[src/rtl/bk_pkg.sv]
// Shared definitions for the Brent-Kung adder result checker: default widths,
// run-control state encoding and checker pipeline depth.
package bk_pkg;

    localparam int BK_WIDTH      = 32;
    localparam int BK_CNT_W      = 16;
    localparam int BK_PIPE_DEPTH = 3;

    typedef enum logic [1:0] {
        ST_IDLE  = 2'd0,
        ST_RUN   = 2'd1,
        ST_DRAIN = 2'd2,
        ST_DONE  = 2'd3
    } bk_state_e;

endpackage

[src/rtl/bk_ref_adder.sv]
// Golden WIDTH-bit adder with carry-in/carry-out, used as the reference
// against which the adder-under-test's response is compared.
module bk_ref_adder
    import bk_pkg::*;
#(
    parameter int WIDTH = BK_WIDTH
) (
    input  logic [WIDTH-1:0] a,
    input  logic [WIDTH-1:0] b,
    input  logic             cin,
    output logic [WIDTH-1:0] sum,
    output logic             cout
);

    assign {cout, sum} = {1'b0, a} + {1'b0, b} + {{WIDTH{1'b0}}, cin};

endmodule

[config.mk]
export PLATFORM = sky130hd
export DESIGN_NAME = bk_ref_adder
export DESIGN_NICKNAME = d
export VERILOG_FILES = /design/src/rtl/bk_pkg.sv /design/src/rtl/bk_ref_adder.sv
export SDC_FILE = /design/constraint.sdc
export NUM_CORES = 1
export LEC_CHECK = 0
export BUFFER_PORTS_ARGS = -buffer_cell sky130_fd_sc_hd__buf_2
export CAP_MARGIN = 20
export CORE_ASPECT_RATIO = 1.5
export CORE_UTILIZATION = 48
export DETAILED_ROUTE_END_ITERATION = 10
export PLACE_DENSITY = 0.9
export SLEW_MARGIN = 10
export SYNTH_ARGS = -nofsm -noshare
export SYNTH_HDL_FRONTEND = slang
export SYNTH_SLANG_ARGS = --single-unit
[constraint.sdc]
create_clock -name vclk -period 2.4
set_input_delay 0 -clock vclk [all_inputs]
set_output_delay 0 -clock vclk [all_outputs]
set_load 0.1 [all_outputs]
==> results of run 1 <==
-- cell type report --
| class | count | area [sq um] | area share |
|---|---|---|---|
| Inverter | 7 | 26.3 | 0.00754 |
| Timing Repair Buffer | 136 | 1160 | 0.332 |
| Multi-Input combinational cell | 247 | 2250 | 0.645 |
| Tap cell | 43 | 53.8 | 0.0154 |
-- synth_stat cells, drive strengths merged --
library cell / instances
a21oi: 34
ha: 31
nand2: 25
o21ai: 21
nor2: 20
xor2: 15
a21o: 13
xnor2: 10
nand4: 9
nor3: 7
a211oi: 6
inv: 6
o21bai: 6
nand3: 5
o211ai: 5
or3: 5
and3: 4
buf: 4
o21a: 4
a2111oi: 3
a211o: 3
o31ai: 3
a21boi: 2
fa: 2
a22oi: 1
a311oi: 1
and2: 1
and2b: 1
clkbuf: 1
clkinv: 1
mux2i: 1
nor2b: 1
nor3b: 1
nor4bb: 1
o311ai: 1
o32ai: 1
o41ai: 1
or2: 1
or2b: 1
or4: 1
-- report_power, final --
group | internal, mW | leakage [nW] | switching, mW
Combinational | 0.795 | 1.65 | 1.56
Sequential | 0 | 0 | 0
Clock | 0 | 0 | 0
-- worst min-delay path, cell delays in order --
cell,delay (ns)
buf_2,0.08
ha_1,0.17
a211o_2,0.13
buf_6,0.22
-- worst paths after layout --
| check | from | end | slack (ns) | depth (start not counted) |
|---|---|---|---|---|
| worst max-delay path | b[0] | sum[20] | -0.26 | 13 |
| worst min-delay path | b[31] | cout | 0.60 | 4 |
-- per-layer routing --
metal / GRT usage / routed length [um] / vias to the layer above
met4: 0.321 / 1350 / 0
met2: 0.789 / 5080 / 395
met1: 0.433 / 3200 / 1413
met5: 0 / 0 / -
li1: - / - / 1246
met3: 0.0950 / 1210 / 166
-- what timing repair did --
| item | 4_1_cts | 5_1_grt |
|---|---|---|
| setup endpoints to repair | 16 | 20 |
| gates cloned | 0 | 0 |
| resized for setup | 11 | 15 |
| setup buffers | 2 | 5 |
| pin swaps | 9 | 10 |
-- kinds of logic after synthesis --
logic type      synth area share
xor+xnor                   0.118
compound gates             0.379
buf+inv                   0.0385
fa+ha+maj                  0.231
simple gates               0.229
mux                      0.00540
==> results_dict.tcl, run 1 <==
set metrics [dict create \
    yosysSeqAreaShare 0 \
    drive_gt1_frac 0.505 \
    drtAntennaViolNets 0 \
    max_cap_violations 0 \
    crit_slowest_cell "a2111oi_2" \
    failed_checks "setup timing" \
    final_cell_mix "72 x buf_2, 36 x buf_4, 31 x ha_1, 29 x a21oi_1, 24 x buf_12" \
    dp_slack_ns -0.255 \
    drtIter0Drc 337 \
    port_buffers 98 \
    ctsHoldBuffers 0 \
    core.rowCount 27 \
    dieArea_sq_um 4120 \
    worstSetupPathType "in2out" \
    post-route-min-period_ns 2.66 \
    worstSetupEndpointType "output port" \
    yosysTopAreaCell "ha_1" \
    vias_per_cell 7.44 \
    cp.required_ns 2.40 \
    cp_cell_sequence "buf_2 > fa_2 > fa_2 > a21oi_2 > o32ai_2 > o211ai_2 > a2111oi_2 > o21bai_1 > buf_4 > nor4bb_1 > buf_4 > nor3b_4 > buf_12" \
    final_common_cell "buf_2" \
    finalSetupViolCount 15 \
    cpPeakStageDelay_ns 0.44 \
    drtPass1Iterations 9 \
    setup_slack_ns -0.262 \
    yosysWarnings 0 \
    syn_inst 259 \
    fmax_ghz 0.376 \
    relSlewSlack 0.533 \
    area_growth_pct 87.9 \
    synth_area_leaders "ha_1 21%, a21oi_1 9.2%, xor2_1 7.1%" \
    nets 490 \
    cp_data_arrival_time_ns 2.66 \
    drc 0 \
    leakage_nw 1.65 \
    final_cell_count_no_fill 433 \
    hold_viol 0 \
    final_area_sq_um 3480 \
    synth_cell_type_count 52 \
    grt_pass1_wl_um 14000 \
    rsz0062_at_grt "true" \
    outcome "complete, but fails checks" \
    path_max_fanout 4 \
    start_util 0.504 \
    wl_um 10800 \
    grt_pass1_vias 3062 \
    core_area_sq_um 3680 \
    wl_per_cell_um 25.0 \
    path_buf_inv 4 \
    vias 3220 \
    fin_util 0.946 \
    diodes 0 \
    ios 98 \
    worst_slew_pin_slew_ns 0.695 \
    seq_cells 0 \
    nFillCells 112 \
    p_total_mw 2.36 \
    critPathLaunchType "input pin" \
    regArea_sq_um 0 \
    grt_max_degree 12 \
    placed_area_sq_um 3330 \
    hold_class "in2out" \
    holdWs_ns 0.595 \
    routabilityCongestion 0.971 \
    placedCellCount 428 \
    netlist_area_sq_um 1850 \
    dp_hpwl_um 6640 \
    antenna_found_initial 0 \
    p_per_area_nw_per_um2 676 \
    clkbuf_count 0 \
    grtUsageTotal 0.447 \
    fin_setup_tns_ns -2.02 \
    drv_slew 0 \
    ir_drop_v 0.000804 \
    synth_area_per_cell_sq_um 7.16 \
    overflow 0 \
    syn-num-nets 357 \
    min_period_over_period 1.11 \
    yosysTopAreaCellShare 0.209 \
    die_x_um 52.8 \
    crit_family "compound AO/OA/AOI/OAI gates" \
    die_y_um 78.1 \
]
Power figures use the tool's default switching activity.
==> run 2, diff against run 1 <==
Clock period 2.4 ns to 2.7 ns, I/O delays scaled along.
==> run 2 against run 1 <==
The flow now finishes without violations. Global-route usage is 15 points lower. Critical endpoint is now sum[28]. First-iteration DRC count down 75%. Final area fell by 15%. Sequential cell count stayed put. Critical path depth is 2 lower. Die area is the same. Total power is 24% lower. Combinational power is 24% lower. Worst setup slack improved by 0.38 ns. Critical path type unchanged.
==> results_dict.tcl, run 2 (synthesized netlist as in run 1, its figures left out) <==
set metrics [dict create \
    hold_viol 0 \
    p_switching_mw 1.23 \
    dp_slack_ns 0.0217 \
    clkbuf_count 0 \
    final_cell_mix "78 x buf_2, 33 x a21oi_1, 31 x ha_1, 23 x nand2_1, 20 x buf_12" \
    crit_start "a[0]" \
    p_per_area_nw_per_um2 605 \
    regArea_sq_um 0 \
    drv_slew 0 \
    globalRouteMet3Util 0.0349 \
    vias_per_cell 6.31 \
    worstHoldStart "b[9]" \
    grt_use_met1 0.253 \
    cp_data_arrival_time_ns 2.58 \
    swShare 0.685 \
    internal_power_uw 564 \
    die_x_um 52.8 \
    area_growth_pct 59.9 \
    cp.required_ns 2.70 \
    grt_busiest_layer "met2" \
    drtPass1Iterations 4 \
    drtIter0Drc 85 \
    antenna_found_initial 0 \
    grt_pass1_vias 2553 \
    dieArea_sq_um 4120 \
    p_comb_frac 1.000 \
    dp_hpwl_um 5510 \
    overflow 0 \
    finalSetupViolCount 0 \
    die_y_um 78.1 \
    nets 462 \
    post-route-min-period_ns 2.58 \
    final_common_cell "buf_2" \
    drc 0 \
    seqPwrFrac 0 \
    ir_drop_v 0.000498 \
    max_cap_violations 0 \
    core.rowCount 27 \
    grt_pass1_wl_um 9760 \
    leakage_nw 1.43 \
    holdWs_ns 0.583 \
    setup_slack_ns 0.115 \
    use_met2 0.622 \
    grtUsageTotal 0.301 \
    worst_slew_pin_slew_ns 0.529 \
    critPathLaunchType "input pin" \
    port_buffers 98 \
    start_util 0.504 \
    seq_cells 0 \
    outcome "complete, no violations" \
    relSlewSlack 0.644 \
    power.share.clock 0 \
    worstSetupPathType "in2out" \
    routabilityCongestion 0.915 \
    ios 98 \
    core_area_sq_um 3680 \
    hold_class "in2out" \
    postCtsResizedCells 0 \
    fin_setup_tns_ns 0 \
    drive_gt1_frac 0.409 \
    wl_um 6380 \
    wl_per_cell_um 15.7 \
    grt_max_degree 12 \
    diodes 0 \
    cts_setup_buffers 0 \
    vias 2555 \
    fmax_ghz 0.387 \
    ctsHoldBuffers 0 \
    drtAntennaViolNets 0 \
    path_max_fanout 4 \
    worstSetupEndpointType "output port" \
    min_period_over_period 0.957 \
]
run 2: final timing paths:
kind,cells past startpoint,slack (ns),end
max,11,0.12,sum[28]
min,4,0.58,sum[9]
run 2: final cells by class:
type	count	area, sq um
Inverter	7	26.3
Timing Repair Buffer	108	866
Fill cell	248	718
Tap cell	43	53.8
Multi-Input combinational cell	247	2020
run 2: metrics by stage:
stage          std cells  area, sq um  utilization  total power, mW
2_1_floorplan        259         2060            -             1.28
3_3_place_gp         405         2940        0.797             1.75
3_5_place_dp         405         2940        0.797             1.77
4_1_cts              405         2940        0.797             1.78
5_1_grt              405         2960        0.805             1.85
6_report             405         2960        0.805             1.79
run 2: per-layer routing:
layer  vias up  part of all wire
met4         0             0.049
met3        39             0.069
met1      1166              0.31
met2       163              0.57
met5         -                 0
li1       1187                 -
run 2: power groups by stage:
stage          combinational, mW  sequential (mW)  clock (mW)
2_1_floorplan               1.28                0           0
3_3_place_gp                1.75                0           0
3_5_place_dp                1.77                0           0
4_1_cts                     1.78                0           0
5_1_grt                     1.85                0           0
6_report                    1.79                0           0
run 2: critical path, stage by stage:
cell and delay (ns):
buf_2 0.11, fa_1 0.48, fa_2 0.38, a21oi_2 0.18, o32ai_1 0.14, o211ai_2 0.25, a21o_1 0.18, o21ai_2 0.09
a21o_1 0.21, a311oi_2 0.34, buf_12 0.22
==> run 3, diff against run 2 <==
Settings changed: CORE_UTILIZATION 48 to 30, PLACE_DENSITY 0.9 to 0.62.
==> run 3 against run 2 <==
Final area grew 1.4%. Total power down 1.0%. Maximum frequency is 0.50% higher. Via count fell by 9.4%. Wire length shrank 11%. Sequential cell count stayed put. Sequential share of layout area stayed put. Cell count up 7.2%. Combinational power hardly changed. First-iteration DRC count shrank 19%. Largest cell class unchanged.
==> results_dict.tcl, run 3 (synthesized netlist as in run 1, its figures left out) <==
set metrics [dict create \
    die_y_um 98.3 \
    crit_family "compound AO/OA/AOI/OAI gates" \
    die_x_um 66.2 \
    dieArea_sq_um 6510 \
    start_util 0.316 \
    nFillCells 556 \
    drive_gt1_frac 0.409 \
    antenna_found_initial 0 \
    worstSetupEndpointType "output port" \
    p_per_area_nw_per_um2 591 \
    final_cell_mix "77 x buf_2, 33 x a21oi_1, 31 x ha_1, 23 x nand2_1, 20 x buf_12" \
    crit_top_cell "a21o_1" \
    hold_viol 0 \
    rsz0062_at_grt "false" \
    clkbuf_count 0 \
    holdWs_ns 0.581 \
    regArea_sq_um 0 \
    worst_slew_pin_slew_ns 0.487 \
    post-route-min-period_ns 2.57 \
    port_buffers 98 \
    worstSetupPathType "in2out" \
    ctsHoldBuffers 0 \
    vias 2314 \
    diodes 0 \
    grt_pass1_vias 2364 \
    worstHoldStart "b[30]" \
    seq_cells 0 \
    nets 462 \
    hold_class "in2out" \
    max_cap_violations 0 \
    cp_data_arrival_time_ns 2.57 \
    grtUsageTotal 0.178 \
    drc 0 \
    critPathLaunchType "input pin" \
    drv_slew 0 \
    fmax_ghz 0.389 \
    wl_um 5670 \
    finalSetupViolCount 0 \
    dp_hpwl_um 5020 \
    drtIter0Drc 69 \
    path_max_fanout 4 \
    cpPeakStageDelay_ns 0.48 \
    outcome "complete, no violations" \
    ir_drop_v 0.000383 \
    final_common_cell "buf_2" \
    overflow 0 \
    path_buf_inv 2 \
    area_growth_pct 62.1 \
    ios 98 \
    cp_cell_sequence "buf_2 > fa_1 > fa_2 > a21oi_2 > o32ai_2 > o211ai_2 > a21o_1 > o21ai_2 > a21o_1 > a311oi_2 > buf_12" \
    vias_per_cell 5.33 \
    grt_max_degree 12 \
    core_area_sq_um 5870 \
    drtAntennaViolNets 0 \
    crit_start "a[0]" \
    drtPass1Iterations 4 \
    wl_per_cell_um 13.1 \
    core.rowCount 34 \
    leakage_nw 1.43 \
    fin_util 0.512 \
    relSlewSlack 0.672 \
    cp.required_ns 2.70 \
    grt_pass1_wl_um 9640 \
    min_period_over_period 0.953 \
    routabilityCongestion 0.890 \
    crit_slowest_cell "fa_1" \
]
[run 3: what timing repair did]
| action | 4_1_cts | 5_1_grt |
|---|---|---|
| cloned | 0 | 0 |
| endpoints found under the hold margin | 0 | 0 |
| pin swaps | 0 | 2 |
| setup buffers | 0 | 0 |
| resized for setup | 2 | 7 |
| setup endpoints to repair | 2 | 6 |
[run 3: layer usage]
| metal | global-route usage | up-vias | share of wire |
|---|---|---|---|
| met4 | 0.0360 | 0 | 0.019 |
| met5 | 0 | - | 0 |
| met3 | 0.0175 | 10 | 0.065 |
| li1 | - | 1189 | - |
| met1 | 0.190 | 1029 | 0.38 |
| met2 | 0.358 | 86 | 0.54 |
[run 3: final timing paths]
path,cells past startpoint,to
hold / removal,4,sum[30]
setup / recovery,11,sum[28]
[run 3: report_power, final]
| part | switching (mW) | internal [mW] |
|---|---|---|
| clock network | 0 | 0 |
| logic | 1.21 | 0.565 |
| registers | 0 | 0 |
[run 3: layout make-up]
type	count	area, sq um	area share
inverters	7	26.3	0.00874
well taps	72	90.1	0.0300
repair buffers	108	868	0.289
multi-input cells	247	2020	0.672
[run 3: per-stage QoR]
step | worst slack [ns] | power [mW] | area [sq um] | TNS, ns | instances
6_report | 0.128 | 1.78 | 3010 | 0 | 434
5_1_grt | 0.0237 | 1.86 | 3010 | 0 | 434
4_1_cts | 0.0198 | 1.78 | 2980 | 0 | 434
3_5_place_dp | -0.0522 | 1.77 | 2970 | -0.0530 | 434
3_3_place_gp | 0.000338 | 1.76 | 2970 | 0 | 434
2_1_floorplan | -0.545 | 1.28 | 2060 | -1.09 | 259
[run 3: worst min-delay path, stage by stage]
cell and delay [ns]:
buf_2 0.08, ha_1 0.24, xor2_4 0.11, buf_12 0.16
